## src/rtl/tcu_priv_irq_queue.sv

```systemverilog
// Privileged-side interrupt queue of the TCU.
// Buffers timer and core-request events in a small FIFO of {cause, act_id}
// records and presents the head record to the core as a level interrupt
// until it is acknowledged. The timer has fixed priority over core requests.
// Optional feature: define TCU_PRIV_IRQ_TIMER_COALESCE_EN to keep at most one
// timer record queued (further timer events are accepted and dropped).
module tcu_priv_irq_queue #(
  parameter int unsigned QUEUE_DEPTH = 4,
  parameter int unsigned ACT_ID_SIZE = 16
) (
  input  logic                           clk_i,
  input  logic                           reset_i,
  input  logic                           timer_int_valid_i,
  output logic                           timer_int_stall_o,
  input  logic                           corereq_valid_i,
  input  logic [ACT_ID_SIZE-1:0]         corereq_act_i,
  output logic                           corereq_stall_o,
  output logic                           irq_o,
  output logic                           irq_cause_o,
  output logic [ACT_ID_SIZE-1:0]         irq_act_o,
  input  logic                           irq_ack_i,
  output logic [$clog2(QUEUE_DEPTH):0]   irq_count_o
);

  localparam int unsigned PtrW = $clog2(QUEUE_DEPTH);
  localparam int unsigned CntW = PtrW + 1;
  localparam logic [CntW-1:0] CntFull = CntW'(QUEUE_DEPTH);

  logic                   cause_q [QUEUE_DEPTH];
  logic [ACT_ID_SIZE-1:0] act_q   [QUEUE_DEPTH];

  logic [PtrW-1:0] rd_ptr_q, rd_ptr_d;
  logic [PtrW-1:0] wr_ptr_q, wr_ptr_d;
  logic [CntW-1:0] count_q, count_d;

  logic full, empty;
  logic timer_push, core_push, push, pop;
  logic push_cause;
  logic [ACT_ID_SIZE-1:0] push_act;

  assign full  = (count_q == CntFull);
  assign empty = (count_q == '0);

`ifdef TCU_PRIV_IRQ_TIMER_COALESCE_EN
  logic timer_pending_q, timer_pending_d;

  // A queued timer record absorbs further timer events, so the timer never waits on it.
  assign timer_int_stall_o = reset_i | (full & ~timer_pending_q);
  assign corereq_stall_o   = reset_i | full | (timer_int_valid_i & ~timer_pending_q);
  assign timer_push        = timer_int_valid_i & ~timer_int_stall_o & ~timer_pending_q;

  // Set on a timer push, cleared when the (single) timer record leaves the head.
  always_comb begin
    timer_pending_d = timer_pending_q;
    if (timer_push) begin
      timer_pending_d = 1'b1;
    end else if (pop && !cause_q[rd_ptr_q]) begin
      timer_pending_d = 1'b0;
    end
  end

  // Timer-pending flag register.
  always_ff @(posedge clk_i) begin
    if (reset_i) begin
      timer_pending_q <= 1'b0;
    end else begin
      timer_pending_q <= timer_pending_d;
    end
  end
`else
  // Stalls come from registered fullness only; an ack never un-stalls in the same cycle.
  assign timer_int_stall_o = reset_i | full;
  assign corereq_stall_o   = reset_i | full | timer_int_valid_i;
  assign timer_push        = timer_int_valid_i & ~timer_int_stall_o;
`endif

  assign core_push  = corereq_valid_i & ~corereq_stall_o;
  assign push       = timer_push | core_push;
  assign pop        = irq_ack_i & ~empty;
  assign push_cause = ~timer_push;
  assign push_act   = timer_push ? '0 : corereq_act_i;

  // Pointer and occupancy next-state.
  always_comb begin
    rd_ptr_d = rd_ptr_q;
    wr_ptr_d = wr_ptr_q;
    count_d  = count_q;
    if (push) begin
      wr_ptr_d = wr_ptr_q + PtrW'(1);
    end
    if (pop) begin
      rd_ptr_d = rd_ptr_q + PtrW'(1);
    end
    if (push && !pop) begin
      count_d = count_q + CntW'(1);
    end else if (pop && !push) begin
      count_d = count_q - CntW'(1);
    end
  end

  // Pointer and occupancy registers; reset flushes the queue.
  always_ff @(posedge clk_i) begin
    if (reset_i) begin
      rd_ptr_q <= '0;
      wr_ptr_q <= '0;
      count_q  <= '0;
    end else begin
      rd_ptr_q <= rd_ptr_d;
      wr_ptr_q <= wr_ptr_d;
      count_q  <= count_d;
    end
  end

  // Record storage; contents are only meaningful below count_q, so no reset.
  always_ff @(posedge clk_i) begin
    if (push) begin
      cause_q[wr_ptr_q] <= push_cause;
      act_q[wr_ptr_q]   <= push_act;
    end
  end

  assign irq_o       = ~empty;
  assign irq_cause_o = empty ? 1'b0 : cause_q[rd_ptr_q];
  assign irq_act_o   = empty ? '0 : act_q[rd_ptr_q];
  assign irq_count_o = count_q;

endmodule

```

## config.mk

```make
export PLATFORM = sky130hd
export DESIGN_NAME = tcu_priv_irq_queue
export DESIGN_NICKNAME = d
export VERILOG_FILES = /design/src/rtl/tcu_priv_irq_queue.sv
export SDC_FILE = /design/constraint.sdc
export NUM_CORES = 1
export LEC_CHECK = 0
export ABC_AREA = 0
export BUFFER_PORTS_ARGS = -buffer_cell sky130_fd_sc_hd__buf_2
export CORE_ASPECT_RATIO = 1.2
export CORE_MARGIN = 1.5
export CORE_UTILIZATION = 45
export CTS_BUF_LIST = sky130_fd_sc_hd__clkbuf_8
export DETAILED_ROUTE_END_ITERATION = 8
export GPL_TIMING_DRIVEN = 0
export PLACE_DENSITY = 0.75
export SLEW_MARGIN = 10
export SYNTH_ARGS = -nofsm -noshare
export SYNTH_HDL_FRONTEND = slang
export SYNTH_SLANG_ARGS = --single-unit
```

## constraint.sdc

```tcl
create_clock -name clk_i -period 5.9 [get_ports clk_i]
set_input_delay 0.59 -clock clk_i [delete_from_list [all_inputs] [get_ports clk_i]]
set_output_delay 0.59 -clock clk_i [all_outputs]
set_load 0.02 [all_outputs]
```

==> key figures <==
Routing
  • Vias: around 1600
  • Number of DRC markers in iteration 0: 77
  • Drt drc: 0
  • Routed WL: 5.30 mm
  • Antenna viol nets, final: 0
  • WL/cell: ~16 um
  • Via/cell ratio: 5.06
  • DR pass1 iterations: 4

Floorplanning
  • Core area: 6900 sq um
  • Die ar.: about 7700 sq um
  • Die width: 80.3 um
  • Die H: 95.8 um
  • I/O pin count: 44
  • Cell Rows: 33
  • Initial Utilization: 46.8%

Yosys
  • Warnings from Yosys: 0
  • Sequential fraction of the synthesis area: between 60% and 70%
  • Avg Cell Area, Syn: 18.2 sq um
  • Synth cell count leaders: edfxtp_1 (68), nor2b_1 (30), mux4_2 (10)
  • Syn nets: between 200 and 250
  • EDFF count, synth: 68
  • Cells after Synth: 177
  • Most frequent cell after synthesis: edfxtp_1
  • Post-synth top flop: edfxtp_1
  • Fraction of registers with async set/reset: 0%
  • Library cells used by synthesis: 30
  • Post-synthesis register bit count: 77
  • Post-synthesis cell area: between 3000 and 4000 sq um
  • Synth area leaders: edfxtp_1 (63%), mux4_2 (7.0%), nor2b_1 (5.8%)
  • Synth area leader: edfxtp_1
  • Top-area cell type share of the netlist area: 63.2%

GRT
  • First-pass GRT wire length: 7.78 mm
  • Vias in the first global route: 1559
  • Total GRT Usage: about 15%
  • Grt total ovfl: 0
  • Largest net degree at the start of global routing: 18
  • Initial antenna violation count: 0

Status
  • Status: complete, no violations

Power and ir drop
  • Max VDD drop: roughly 0.00019 V
  • Tot Pwr: ~1.7 mW
  • Power per Cell Area: between 400 and 500 nW/um^2
  • Pleak: between 1 and 1.5 nW

CTS
  • Clock Pin Slew Worst Setup and Hold Paths: 70 ps
  • Worst-Skew Late Latency: 350 ps
  • H-tree levels: 3
  • Longest Clk Path Bufs: 2
  • Clock root cell: clkbuf_8
  • Number of hold buffers added after cts: 0
  • Total CTS buffers: 9
  • CTS sink cnt: 77
  • CTS tree: yes
  • # resized after CTS: 0
  • Post-CTS setup buffers: 0

Job
  • Number of max-cap violations: 0

Timing
  • # setup viols final: 0
  • Tmin final: 2450 ps
  • RSZ-0062 raised after global routing: false
  • Count of final max-slew check failures: 0
  • Max Freq: 0.408 GHz
  • Setup TNS: 0 ps
  • Crit share post-route: 41.5%
  • Worst Tran Pin Value: between 900 and 1000 ps
  • Skew final: 6.97 ps
  • Max-slew headroom: 39.6%
  • Hold Fails Final Rpt: 0

Placed design
  • Buffers on Ports: 43
  • Placed insts: 307
  • Hpwl dp: 3.31 mm
  • GP Congestion: 0.684

Setup path
  • CP Cell Sequence: nor3_1 > buf_2 > buf_2 > nor2b_1 > buf_2
  • RR Startpoint: irq_count_o[1]$_SDFFE_PP0P_
  • Max FO, Critical Path: 10
  • Largest stage delay, worst path: 400 ps
  • WP data arrival: approximately 1900 ps
  • Setup CP Type: flip-flop to output port
  • R2R cell count: 8
  • Crit path from: irq_count_o[1]$_SDFFE_PP0P_
  • R2r setup slk: approximately 3600 ps
  • Most frequent CP cell: buf_2
  • CP endpoint kind: output port
  • Slowest-stage cell, CP: dfxtp_1
  • WP data required: 5310 ps
  • Worst setup SP type: flip-flop

Cells and area
  • Multi-input gate area: 928 sq um
  • Antenna fix cells: 0
  • Nets@finish: roughly 260
  • Share of layout cells above drive strength 1: 33.1%
  • Layout Area Growth over Synthesis: 15.7%
  • Fin cells: 323
  • # fillers: around 570
  • Sequential cell area: 2220 sq um

Hold path
  • Min-delay src: rd_ptr_q[1]$_SDFFE_PP0P_
  • Worst Hold Class: flip-flop to flip-flop
  • Worst hold stages: 2
## path summary, 6_finish.rpt
path | end
setup / recovery | irq_act_o[14]
hold / removal | rd_ptr_q[1]$_SDFFE_PP0P_
setup reg to reg | irq_count_o[2]$_SDFFE_PP0P_
hold reg to reg | rd_ptr_q[1]$_SDFFE_PP0P_
## state kept, by name, summed over array words and instances, names as in the netlist, named ones only
register	flops
act_q	64
rd_ptr_q	2
wr_ptr_q	2
cause_q	4
irq_count_o	3
## metal layers
metal	routed length, um	GRT usage [%]	vias up
li1	-	-	780
met1	2210	18.1	805
met2	2780	23.7	38
met3	175	2.84	10
met4	134	9.05	0
met5	0	0	-
## power breakdown
part	leakage (nW)	internal (mW)	switching, mW	total (mW)
Combinational	0.573	0.258	0.355	0.613
Sequential	0.698	0.690	0.0371	0.727
Clock	0.0929	0.189	0.180	0.368
Total	1.36	1.14	0.572	1.71
## area by class of cell
cell class / instances / share of cell area (%)
buffer: 8 / 1.61
clock buffer: 9 / 3.32
clock inverter: 7 / 1.54
inverter: 5 / 0.503
multi-input combinational: 87 / 24.9
sequential: 77 / 59.5
tap: 87 / 2.91
timing repair buffer: 43 / 5.76
## cells by family after synthesis
| kind of cell | share of synthesized area, % |
|---|---|
| fa+ha+maj | 2.56 |
| compound gates | 0.852 |
| buf+inv | 2.44 |
| simple gates | 10.9 |
| mux | 13.6 |
| xor+xnor | 0.814 |
| flops | 68.8 |
## metrics by stage
step | utilization [%] | setup WS, ps | cell area (sq um) | hold slack [ps]
floorplan | - | 3700 | 3230 | 459
global route | 54.2 | 3320 | 3730 | 532
CTS | 54.2 | 3390 | 3730 | 503
finish | 54.2 | 3450 | 3730 | 498
detailed placement | 51.5 | 3500 | 3550 | 493
global placement | 51.5 | 3540 | 3550 | 471
## layout by cell type, fill, tap and decap left out, types with 4 or more instances in the layout
cell	netlist	routed
nor2b_1	30	30
buf_2	5	48
mux4_1	7	7
inv_1	5	6
nor2_1	6	6
clkbuf_8	0	9
mux4_2	10	10
dfxtp_1	9	9
ha_1	5	5
and2_1	4	4
edfxtp_1	68	68
## critical path: cells and delay by family (launching register included)
kind          cells  cell delay, ps
buf+inv           3             760
flops             1             400
simple gates      2             370
Power figures use the tool's default switching activity.
